===== src/rtl/ram_arbiter.sv =====
// Round-robin arbiter/sequencer sharing one single-port sync RAM between fetch and load/store ports.
// Grant at N, response at N+2 (N+1 for out-of-range); WAIT is bounded by TIMEOUT.
module ram_arbiter #(
    parameter logic [31:0] BASE       = 32'h0000_0000,
    parameter int unsigned SIZE_BYTES = 8192,
    parameter int unsigned TIMEOUT    = 15
) (
    input  logic        clk,
    input  logic        rst,
    input  logic        i_ireq,
    input  logic [31:0] i_iaddr,
    output logic        o_igrant,
    output logic        o_ivalid,
    output logic [31:0] o_idata,
    output logic        o_ierr,
    input  logic        i_dreq,
    input  logic        i_dwe,
    input  logic [31:0] i_daddr,
    input  logic [3:0]  i_dmask,
    input  logic [31:0] i_dwdata,
    output logic        o_dgrant,
    output logic        o_dvalid,
    output logic [31:0] o_drdata,
    output logic        o_derr,
    output logic        o_ram_rd,
    output logic        o_ram_wr,
    output logic [31:0] o_ram_addr,
    output logic [3:0]  o_ram_wrmask,
    output logic [31:0] o_ram_data,
    input  logic        i_ram_rd_valid,
    input  logic        i_ram_wr_valid,
    input  logic [31:0] i_ram_data
);

    localparam int CW = $clog2(TIMEOUT + 1);

    typedef enum logic [1:0] {
        IDLE  = 2'd0,
        ISSUE = 2'd1,
        WAIT  = 2'd2,
        ERR   = 2'd3
    } state_t;

    state_t          r_state;
    state_t          w_next;
    logic            r_last_d;
    logic            r_owner_d;
    logic            r_we;
    logic [31:0]     r_addr;
    logic [3:0]      r_mask;
    logic [31:0]     r_wdata;
    logic [CW-1:0]   r_cnt;

    logic            w_any;
    logic            w_pick_d;
    logic [31:0]     w_sel_addr;
    logic [31:0]     w_off;
    logic            w_in_range;
    logic [4:0]      w_shift;
    logic            w_done;
    logic            w_tmo;
    logic            w_resp;
    logic            w_err;
    logic [31:0]     w_rsp_data;

    assign w_any      = i_ireq | i_dreq;
    assign w_pick_d   = i_dreq & (~i_ireq | ~r_last_d);
    assign w_sel_addr = w_pick_d ? i_daddr : i_iaddr;
    // Addresses below BASE wrap to a huge offset, so one unsigned compare covers both bounds.
    assign w_off      = w_sel_addr - BASE;
    assign w_in_range = w_off < 32'(SIZE_BYTES);
    assign w_shift    = {r_addr[1:0], 3'b000};
    assign w_done     = r_we ? i_ram_wr_valid : i_ram_rd_valid;
    assign w_tmo      = r_cnt == CW'(TIMEOUT);

    always_ff @(posedge clk) begin
        if (rst) begin
            r_state <= IDLE;
        end else begin
            r_state <= w_next;
        end
    end

    always_comb begin
        w_next       = r_state;
        o_igrant     = 1'b0;
        o_dgrant     = 1'b0;
        o_ram_rd     = 1'b0;
        o_ram_wr     = 1'b0;
        o_ram_addr   = '0;
        o_ram_wrmask = '0;
        o_ram_data   = '0;
        w_resp       = 1'b0;
        w_err        = 1'b0;
        w_rsp_data   = '0;
        if (!rst) begin
            case (r_state)
                IDLE: begin
                    if (w_any) begin
                        o_igrant = ~w_pick_d;
                        o_dgrant = w_pick_d;
                        w_next   = w_in_range ? ISSUE : ERR;
                    end
                end
                ISSUE: begin
                    o_ram_rd     = ~r_we;
                    o_ram_wr     = r_we;
                    o_ram_addr   = {r_addr[31:2], 2'b00};
                    o_ram_wrmask = r_mask << r_addr[1:0];
                    o_ram_data   = r_wdata << w_shift;
                    w_next       = WAIT;
                end
                WAIT: begin
                    o_ram_addr   = {r_addr[31:2], 2'b00};
                    o_ram_wrmask = r_mask << r_addr[1:0];
                    o_ram_data   = r_wdata << w_shift;
                    if (w_done) begin
                        w_resp     = 1'b1;
                        w_rsp_data = r_we ? 32'h0 : (i_ram_data >> w_shift);
                        w_next     = IDLE;
                    end else if (w_tmo) begin
                        w_resp = 1'b1;
                        w_err  = 1'b1;
                        w_next = IDLE;
                    end
                end
                ERR: begin
                    w_resp = 1'b1;
                    w_err  = 1'b1;
                    w_next = IDLE;
                end
                default: w_next = IDLE;
            endcase
        end
        o_ivalid = w_resp & ~r_owner_d;
        o_ierr   = w_err & ~r_owner_d;
        o_idata  = r_owner_d ? 32'h0 : w_rsp_data;
        o_dvalid = w_resp & r_owner_d;
        o_derr   = w_err & r_owner_d;
        o_drdata = r_owner_d ? w_rsp_data : 32'h0;
    end

    // Request fields are captured on the grant edge; the fetch port never writes.
    always_ff @(posedge clk) begin
        if (rst) begin
            r_last_d  <= 1'b1;
            r_owner_d <= 1'b0;
            r_we      <= 1'b0;
            r_addr    <= '0;
            r_mask    <= '0;
            r_wdata   <= '0;
            r_cnt     <= '0;
        end else begin
            if (r_state == IDLE && w_any) begin
                r_last_d  <= w_pick_d;
                r_owner_d <= w_pick_d;
                r_we      <= w_pick_d & i_dwe;
                r_addr    <= w_sel_addr;
                r_mask    <= w_pick_d ? i_dmask : 4'b0000;
                r_wdata   <= w_pick_d ? i_dwdata : 32'h0;
            end
            r_cnt <= (r_state == WAIT) ? r_cnt + 1'b1 : '0;
        end
    end

endmodule

===== config.mk =====
export PLATFORM = sky130hd
export DESIGN_NAME = ram_arbiter
export DESIGN_NICKNAME = d
export VERILOG_FILES = /design/src/rtl/ram_arbiter.sv
export SDC_FILE = /design/constraint.sdc
export NUM_CORES = 1
export LEC_CHECK = 0
export ABC_AREA = 1
export ABC_CLOCK_PERIOD_IN_PS = 2100
export CORE_MARGIN = 3
export CORE_UTILIZATION = 36
export CTS_BUF_LIST = sky130_fd_sc_hd__clkbuf_2 sky130_fd_sc_hd__clkbuf_4 sky130_fd_sc_hd__clkbuf_8
export CTS_CLUSTER_DIAMETER = 80
export CTS_CLUSTER_SIZE = 12
export DETAILED_ROUTE_END_ITERATION = 10
export HOLD_SLACK_MARGIN = 0.12
export PLACE_DENSITY_LB_ADDON = 0.2
export SYNTH_ARGS = -nofsm -noshare
export SYNTH_HDL_FRONTEND = slang
export SYNTH_SLANG_ARGS = --single-unit

===== constraint.sdc =====
create_clock -name clk -period 2.1 [get_ports clk]
set_input_delay 0.63 -clock clk [delete_from_list [all_inputs] [get_ports clk]]
set_output_delay 0.63 -clock clk [all_outputs]
set_load 0.05 [all_outputs]

==> flow_metrics.env <==
export IMPL_outcome="complete, but fails checks"
export IMPL_failed_checks="negative setup slack"
export IMPL_final_core_util_pct=95.4
export IMPL_leakage_uw=0.00479
export IMPL_io_pins=279
export IMPL_vias_per_cell=6.57
export IMPL_core_area_um2=12900
export IMPL_antenna_found_initial=2
export IMPL_first_iter_violations=1508
export IMPL_netlist_area_um2=4860
export IMPL_min_period_over_period_pct=138
export IMPL_ir_drop_uv=621
export IMPL_wl_um=39000
export IMPL_synth_common_cells="nand2_1, nor2_1, dfxtp_1"
export IMPL_ant_nets=0
export IMPL_synth_ff_type="dfxtp_1"
export IMPL_clock_sinks=77
export IMPL_finClkSkew_ps=9.15
export IMPL_grt_use_total_pct=37.3
export IMPL_layoutNonFillerInstCount=1312
export IMPL_ctsHoldBuffers=0
export IMPL_dp_hpwl_um=18200
export IMPL_grt_max_degree=58
export IMPL_cts_root_buf="clkbuf_8"
export IMPL_drc=0
export IMPL_finalSetupViolations=140
export IMPL_max_cap_violations=0
export IMPL_place_ws_ps=-874
export IMPL_grt_setup_unrepaired="yes"
export IMPL_syn_to_final_growth_pct=154
export IMPL_grt_pass1_wl_um=42600
export IMPL_first_global_vias=7541
export IMPL_dieWidth_um=122
export IMPL_yosys_area_top_type="dfxtp_1"
export IMPL_detail_route_wl_per_cell_um=29.7
export IMPL_powerDensity_nw_per_um2=746
export IMPL_slew_headroom_pct=47.4
export IMPL_critPathArrivalTime_ps=2260
export IMPL_ys_ff_latch=77
export IMPL_synth_area_top_cells="dfxtp_1, nand2_1, nor2_1"
export IMPL_yosys_warnings=0
export IMPL_initial_core_util_pct=37.6
export IMPL_portBuffers=276
export IMPL_tritoncts="yes"
export IMPL_synth_seq_area_share_pct=31.7
export IMPL_synth_avg_cell_area_um2=6.42
export IMPL_first_pass_iters=10
export IMPL_path_class="reg -> out"
export IMPL_ctsHtreeMaxLevel=3
export IMPL_cts_buffer_depth=2
export IMPL_p_total_uw=9200
export IMPL_synthCells=757
export IMPL_dp_cells=1238
export IMPL_numCtsBuffers=9
export IMPL_clk_pin_slew_worst_paths_ps=80
export IMPL_fp_dieH_um=122
export IMPL_hold_class="reg -> reg"
export IMPL_worst_slack_ps=-789
export IMPL_synth_edf_count=0
export IMPL_drive_gt1_share_pct=47.5
export IMPL_worstSetupEndpointType="output port"
export IMPL_synth_cell_types=37
export IMPL_required_ps=1470
export IMPL_layout_nets=1279
export IMPL_gp_congestion=0.884
export IMPL_vias=8620
export IMPL_die_area_um2=14900
export IMPL_hold_violations=0
export IMPL_grt_overflow_total=0
export IMPL_rows=41
export IMPL_path_max_fanout=11
export IMPL_synthArstFlopShare_pct=0
export IMPL_yosys_area_top_type_share_pct=31.7
export IMPL_timing_fmax_ghz=0.346
export IMPL_slew_violations=0
export IMPL_fin_tns_setup_ps=-68510
export IMPL_clk_latency_ps=360
export IMPL_min_period_ps=2890
export IMPL_synthMostInstantiatedCell="nand2_1"
export IMPL_tightest_slew_ps=789
export IMPL_critPathLaunchType="register"
==> cells by family after synthesis <==
logic type / Yosys count / synth area share (%)
muxes: 2 / 0.412
and+or+nand+nor: 426 / 35.9
AOI/OAI and AO/OA: 144 / 21.3
buffers and inverters: 102 / 9.32
adders and majority gates: 5 / 1.29
other: 1 / 0.0772
DFF: 77 / 31.7
==> sequential cells by signal, indices dropped and copies added, names as in the netlist <==
| register | cells |
|---|---|
| r_wdata | 32 |
| r_last_d | 1 |
| r_owner_d | 1 |
| r_addr | 32 |
| r_state | 2 |
| r_mask | 4 |
| r_we | 1 |
| r_cnt | 4 |
==> layout make-up <==
| cell class | count | area, um^2 |
|---|---|---|
| Clock inverter | 4 | 73.8 |
| Inverter | 39 | 184 |
| Fill cell | 297 | 601 |
| Sequential cell | 77 | 1550 |
| Timing Repair Buffer | 427 | 5530 |
| Multi-Input combinational cell | 581 | 4620 |
| Clock buffer | 11 | 139 |
| Tap cell | 172 | 215 |
| Antenna cell | 1 | 2.50 |
==> cells in the final DEF (no fill, tap or decap), types with 6 or more instances in the layout <==
| cell type | instances |
|---|---|
| o32ai_4 | 9 |
| buf_6 | 30 |
| o211ai_1 | 9 |
| nor2_2 | 9 |
| buf_12 | 141 |
| buf_4 | 108 |
| dfxtp_1 | 69 |
| inv_2 | 9 |
| clkbuf_8 | 9 |
| nand2_2 | 6 |
| nor2_4 | 112 |
| a31oi_1 | 18 |
| buf_8 | 6 |
| o21ai_0 | 34 |
| a21oi_1 | 8 |
| nand2_1 | 170 |
| inv_1 | 24 |
| o21ai_1 | 8 |
| nand2_4 | 29 |
| a32o_1 | 36 |
| nand3_1 | 34 |
| clkdlybuf4s50_1 | 129 |
| nor2_1 | 40 |
| dfxtp_2 | 7 |
| nand2_8 | 10 |
| nand3_4 | 14 |
| o22ai_4 | 9 |
==> worst max-delay path, stage by stage, from the launching register on <==
cell	delay, ps
dfxtp_2	340
inv_2	90
buf_6	110
ha_4	140
nand2_4	80
buf_6	130
nor2_4	100
buf_12	140
buf_6	120
o211ai_1	230
nor2_4	230
buf_12	160
==> layer usage <==
metal | up-vias | part of all wire (%) | track usage (%)
met3 | 435 | 14 | 12.5
met1 | 3921 | 29 | 38.3
met2 | 954 | 45 | 65.1
met4 | 0 | 12 | 23.2
li1 | 3310 | - | -
met5 | - | 0 | 0
==> power breakdown <==
part | total, uW | switching (uW) | internal [uW] | leakage [uW]
combinational | 5940 | 3570 | 2370 | 0.00405
clock | 1300 | 609 | 691 | 0.000110
sequential | 1960 | 262 | 1700 | 0.000635
==> worst paths after layout <==
| path | start | endpoint | slack, ps | cells after the start |
|---|---|---|---|---|
| hold / removal | r_wdata[12] | r_wdata[12] | 510 | 1 |
| setup reg to reg | r_state[1] | r_addr[9] | -120 | 9 |
| setup / recovery | r_state[0] | o_idata[6] | -790 | 11 |
| hold reg to reg | r_wdata[12] | r_wdata[12] | 510 | 1 |
==> through the flow <==
step / hold slack (ps) / cell area (um^2)
after floorplan: 418 / 5960
after global placement: 433 / 10600
after detailed placement: 446 / 10600
after CTS: 491 / 11400
after global routing: 531 / 12300
final: 514 / 12300
==> repair_timing <==
action,CTS,global route
pin swaps,42,78
cloned,3,4
endpoints found under the setup margin,137,138
setup buffers,16,38
resized for setup,93,155
(Power assumes the default switching activity.)
